===== config.mk =====
export PLATFORM = sky130hd
export DESIGN_NAME = pb_conditioner
export DESIGN_NICKNAME = d
export VERILOG_FILES = /design/src/rtl/pb_pkg.sv /design/src/rtl/pb_debounce_cell.sv /design/src/rtl/pb_conditioner.sv
export SDC_FILE = /design/constraint.sdc
export NUM_CORES = 1
export LEC_CHECK = 0
export BUFFER_PORTS_ARGS = -buffer_cell sky130_fd_sc_hd__buf_2
export CELL_PAD_IN_SITES_DETAIL_PLACEMENT = 1
export CELL_PAD_IN_SITES_GLOBAL_PLACEMENT = 2
export CORE_MARGIN = 3
export CORE_UTILIZATION = 41
export CTS_CLUSTER_SIZE = 25
export DETAILED_ROUTE_END_ITERATION = 10
export PLACE_DENSITY = 0.85
export SYNTH_ARGS = -nofsm -noshare
export SYNTH_HDL_FRONTEND = slang
export SYNTH_SLANG_ARGS = --single-unit

===== constraint.sdc =====
create_clock -name clk -period 2.15 [get_ports clk]
set_clock_uncertainty 0.1 [all_clocks]
set_input_delay 0.43 -clock clk [delete_from_list [all_inputs] [get_ports clk]]
set_output_delay 0.43 -clock clk [all_outputs]
set_load 0.005 [all_outputs]

===== src/rtl/pb_pkg.sv =====
// Shared constants for the pushbutton front-end: default sizing and the
// button-index map used by the calculator decoders.
package pb_pkg;

    localparam int NUM_PB_DEFAULT        = 10;
    localparam int DEBOUNCE_DEFAULT      = 50000;
    localparam int REPEAT_DELAY_DEFAULT  = 500000;
    localparam int REPEAT_PERIOD_DEFAULT = 100000;

    localparam int PB_KEY0 = 0;
    localparam int PB_KEY1 = 1;
    localparam int PB_WEN  = 2;
    localparam int PB_REN  = 3;
    localparam int PB_OP0  = 4;
    localparam int PB_OP1  = 5;
    localparam int PB_REG0 = 6;
    localparam int PB_REG1 = 7;
    localparam int PB_REG2 = 8;
    localparam int PB_REG3 = 9;

    function automatic int pb_max(input int a, input int b);
        return (a > b) ? a : b;
    endfunction

endpackage


===== src/rtl/pb_debounce_cell.sv =====
// Single-button conditioner: 2-flop synchronizer, counter debounce, press one-shot.
// Optional hold-to-repeat pulses when PB_REPEAT_EN is defined.
module pb_debounce_cell
    import pb_pkg::*;
#(
    parameter int DEBOUNCE_CYCLES = DEBOUNCE_DEFAULT,
    parameter int REPEAT_DELAY    = REPEAT_DELAY_DEFAULT,
    parameter int REPEAT_PERIOD   = REPEAT_PERIOD_DEFAULT
) (
    input  logic clk,
    input  logic nrst,
    input  logic raw,
    output logic level,
    output logic pulse
);

    localparam int CW = $clog2(DEBOUNCE_CYCLES + 1);
    localparam logic [CW-1:0] CNT_LAST = CW'(DEBOUNCE_CYCLES - 1);

    logic          sync1;
    logic          sync2;
    logic [CW-1:0] cnt;
    logic          mismatch;
    logic          accept;
    logic          rep_fire;

    // NOTE: sequential state always uses non-blocking assignments so every
    // flop samples pre-edge values regardless of statement order.
    always_ff @(posedge clk or negedge nrst) begin
        if (!nrst) begin
            sync1 <= 1'b0;
            sync2 <= 1'b0;
        end else begin
            sync1 <= raw;
            sync2 <= sync1;
        end
    end

    assign mismatch = (sync2 != level);
    assign accept   = mismatch && (cnt == CNT_LAST);

    // Any sample agreeing with the current level restarts the stability count.
    always_ff @(posedge clk or negedge nrst) begin
        if (!nrst) begin
            cnt   <= '0;
            level <= 1'b0;
        end else begin
            if (!mismatch || accept) cnt <= '0;
            else                     cnt <= cnt + 1'b1;
            if (accept) level <= sync2;
        end
    end

`ifdef PB_REPEAT_EN
    localparam int HW = $clog2(pb_max(REPEAT_DELAY, REPEAT_PERIOD) + 1);

    logic [HW-1:0] hold;
    logic [HW-1:0] hold_last;
    logic          rep_phase;

    // NOTE: combinational blocks assign every output first so no latch is inferred.
    always_comb begin
        hold_last = HW'(REPEAT_DELAY - 1);
        if (rep_phase) hold_last = HW'(REPEAT_PERIOD - 1);
    end

    // No repeat on the cycle a release is accepted.
    assign rep_fire = level && !accept && (hold == hold_last);

    always_ff @(posedge clk or negedge nrst) begin
        if (!nrst) begin
            hold      <= '0;
            rep_phase <= 1'b0;
        end else if (!level || accept) begin
            hold      <= '0;
            rep_phase <= 1'b0;
        end else if (rep_fire) begin
            hold      <= '0;
            rep_phase <= 1'b1;
        end else begin
            hold <= hold + 1'b1;
        end
    end
`else
    assign rep_fire = 1'b0;
`endif

    always_ff @(posedge clk or negedge nrst) begin
        if (!nrst) pulse <= 1'b0;
        else       pulse <= (accept && sync2) || rep_fire;
    end

endmodule


===== src/rtl/pb_conditioner.sv =====
// Pushbutton front-end for the calculator: one debounce cell per button plus
// an activity OR. Define PB_REPEAT_EN to enable hold-to-repeat pulses.
module pb_conditioner
    import pb_pkg::*;
#(
    parameter int NUM_PB          = NUM_PB_DEFAULT,
    parameter int DEBOUNCE_CYCLES = DEBOUNCE_DEFAULT,
    parameter int REPEAT_DELAY    = REPEAT_DELAY_DEFAULT,
    parameter int REPEAT_PERIOD   = REPEAT_PERIOD_DEFAULT
) (
    input  logic              clk,
    input  logic              nrst,
    input  logic [NUM_PB-1:0] pb_raw,
    output logic [NUM_PB-1:0] pb_level,
    output logic [NUM_PB-1:0] pb_pulse,
    output logic              pb_any
);

    for (genvar i = 0; i < NUM_PB; i++) begin : g_cell
        pb_debounce_cell #(
            .DEBOUNCE_CYCLES (DEBOUNCE_CYCLES),
            .REPEAT_DELAY    (REPEAT_DELAY),
            .REPEAT_PERIOD   (REPEAT_PERIOD)
        ) u_cell (
            .clk   (clk),
            .nrst  (nrst),
            .raw   (pb_raw[i]),
            .level (pb_level[i]),
            .pulse (pb_pulse[i])
        );
    end

    assign pb_any = |pb_level;

endmodule


==> flow_metrics.tcl <==
set metrics [dict create \
    post-place-ws_ns 0.0949 \
    worst_slack_ns 0.0651 \
    worstHoldPathCells 0 \
    p_switching_mw 1.70 \
    die_h_um 156 \
    seq_area_frac_synth_pct 54.2 \
    fin_hold_ws_ns 0.251 \
    end_kind "primary output" \
    reg2reg_depth 3 \
    cts_root_buf "clkbuf_16" \
    post-dp-hpwl_um 13000 \
    dpl_cell_area_sq_um 9750 \
    synth_seq_cells 200 \
    layout.cells.non_filler 1234 \
    fin_total_pwr_mw 7.38 \
    yosys-top-cells-count "dfrtp_1, nor2_1, xnor2_1, nand3_1, nand4_1" \
    p_int_mw 5.68 \
    initial_core_util_pct 42.0 \
    dp.cells 1191 \
    route.detailed.drc 0 \
    n_antenna_cell 0 \
    yosysWarnings 0 \
    regArea_sq_um 5010 \
    finalHoldViolCount 0 \
    synth_cell_types 37 \
    cts_sinks 200 \
    p_clk_share_pct 43.6 \
    num_rows 54 \
    antenna_found_initial 0 \
    rsz0062_at_grt "yes" \
    synth.most_common_cell "dfrtp_1" \
    gp_congestion 0.789 \
    drt-total-wl_um 19400 \
    cts.path.max_buffers 2 \
    grt_usage_pct 16.9 \
    ir_drop_v 0.000480 \
    setup_viol 0 \
    clkSlewWorstSetupHoldPaths_ns 0.07 \
    switching_share_pct 23.1 \
    clk_latency_ns 0.44 \
    grt_max_degree 61 \
    max_slew.worst_pin.slew_ns 0.398 \
    grt-ovfl-total 0 \
    cp_data_required_time_ns 1.62 \
    netlist_instances 887 \
    areaGrowthSynthToFinish_pct 13.5 \
    synth_ff_type "dfrtp_1" \
    fin_crit_ns 2.08 \
    power.density_nw_per_um2 704 \
    synth.avg_cell_area_sq_um 10.4 \
    arrival_ns 1.55 \
    htree_levels 4 \
    post-route-period-util_pct 97.0 \
    die_area_sq_um 24300 \
    total_leakage_power_nw 4.29 \
    wire_per_inst_um 15.7 \
    antenna_left 0 \
    combPwrFrac_pct 3.7 \
    multi_input_area_sq_um 3930 \
    cts_setup_buffers 0 \
    hold_class "reg2reg" \
    status "completed" \
    synth_nets 909 \
    drive_above_1_share_pct 11.8 \
    async_reset_ff_share_pct 100 \
    syn_area_sq_um 9230 \
    max_freq_mhz 480 \
    cts_buffers 17 \
    slew_violations 0 \
    cp_max_fo 5 \
    grt_pass1_vias 6958 \
    core_sq_um 22000 \
    seqPwrFrac_pct 52.7 \
    first_pass_iters 4 \
    grt_pass1_wl_um 34100 \
    fillers 2421 \
    cp-start-kind "register" \
    drt-initial-drc-count 307 \
    vias 6445 \
    via_per_inst 5.22 \
    yosys.area.top_type "dfrtp_1" \
    max_slew_margin_pct 73.2 \
    synth_edf_count 0 \
    max-cap-violations 0 \
    cts_tree "yes" \
    fin_nets 963 \
    fin_area_sq_um 10500 \
    io_buffers 32 \
    path_class "reg2out" \
    pin_count 33 \
    ys_top_cells_by_area "dfrtp_1, xnor2_1, nor2_1" \
    fp.dieW_um 156 \
    synth_top_area_share_pct 54.2 \
]
==> routing by layer <==
layer  track usage [%]  part of all wire (%)
met4              5.09                   1.4
met5                 0                     0
met1              23.2                    48
met2              27.7                    48
met3              2.75                   2.7
==> critical path, stage by stage (launching register included) <==
cell and delay, ns:
dfrtp_1 0.48, nor4_2 0.29, buf_4 0.16, nand3_1 0.07, buf_2 0.13
==> kinds of logic (layout without fill, tap and decap cells) <==
kind of cell | count (synthesis) | in the layout | share of synthesized area [%]
muxes | 10 | 10 | 1.26
AOI/OAI and AO/OA | 12 | 12 | 1.25
xor gates and xnor gates | 146 | 146 | 13.9
and+or+nand+nor | 448 | 448 | 24.6
DFF | 200 | 200 | 54.2
buffers and inverters | 61 | 128 | 3.43
adders and majority gates | 10 | 10 | 1.36
==> through the flow <==
stage | setup TNS, ns | util [%]
2_1_floorplan | 0 | -
3_3_place_gp | 0 | 44.4
3_5_place_dp | 0 | 44.4
4_1_cts | 0 | 47.6
5_1_grt | -0.0370 | 47.7
6_report | 0 | 47.7
==> state kept, by name (all words and copies together), names as in the netlist <==
name	count
g_cell.u_cell.cnt	160
g_cell.u_cell.sync2	10
g_cell.u_cell.pulse	10
g_cell.u_cell.level	10
g_cell.u_cell.sync1	10
==> layout by cell type, fill, tap and decap left out, types with 6 or more instances in the layout <==
cell type / instances
nor3_1: 35
nor3b_1: 10
nor4b_1: 6
buf_2: 31
mux2_2: 9
and3_1: 15
clkbuf_16: 17
nand4_1: 43
nor4_1: 34
dfrtp_1: 199
or3_1: 6
xnor2_1: 114
dlygate4sd3_1: 11
nand2_1: 34
nor4bb_1: 11
nand3_1: 57
inv_1: 28
xor2_1: 32
nor2_1: 176
buf_4: 23
ha_1: 10
clkinvlp_4: 6
==> area by class of cell <==
cell class / count / share of cell area, %
Clock buffer: 18 / 4.19
Inverter: 28 / 1.00
Clock inverter: 14 / 1.43
Multi-Input combinational cell: 626 / 37.5
Timing Repair Buffer: 68 / 4.69
Tap cell: 280 / 3.34
Sequential cell: 200 / 47.8
==> power by group through the flow <==
stage	sequential (mW)	clock, mW	combinational [mW]
final	3.89	3.22	0.271
after global routing	3.90	3.46	0.316
after CTS	3.89	3.31	0.283
after detailed placement	3.96	0	0.265
after global placement	3.96	0	0.260
after floorplan	3.94	0	0.114
==> path summary, 6_finish.rpt <==
kind | slack, ns | start | end
setup reg to reg | 0.08 | g_cell[9].u_cell.cnt[12]$_DFF_PN0_ | g_cell[9].u_cell.level$_DFFE_PN0P_
setup / recovery | 0.07 | g_cell[4].u_cell.level$_DFFE_PN0P_ | pb_any
hold / removal | 0.25 | g_cell[8].u_cell.sync1$_DFF_PN0_ | g_cell[8].u_cell.sync2$_DFF_PN0_
hold reg to reg | 0.25 | g_cell[8].u_cell.sync1$_DFF_PN0_ | g_cell[8].u_cell.sync2$_DFF_PN0_
min in group asynchronous | 0.37 | nrst | g_cell[5].u_cell.cnt[6]$_DFF_PN0_
max in group asynchronous | 0.93 | nrst | g_cell[9].u_cell.level$_DFFE_PN0P_
==> what timing repair did <==
action | 4_1_cts | 5_1_grt
hold endpoints to repair | 41 | 0
gates resized for setup | 1 | 4
cloned | 0 | 0
hold buffers | 11 | 0
endpoints found under the setup margin | 1 | 2
(Power assumes the default switching activity.)
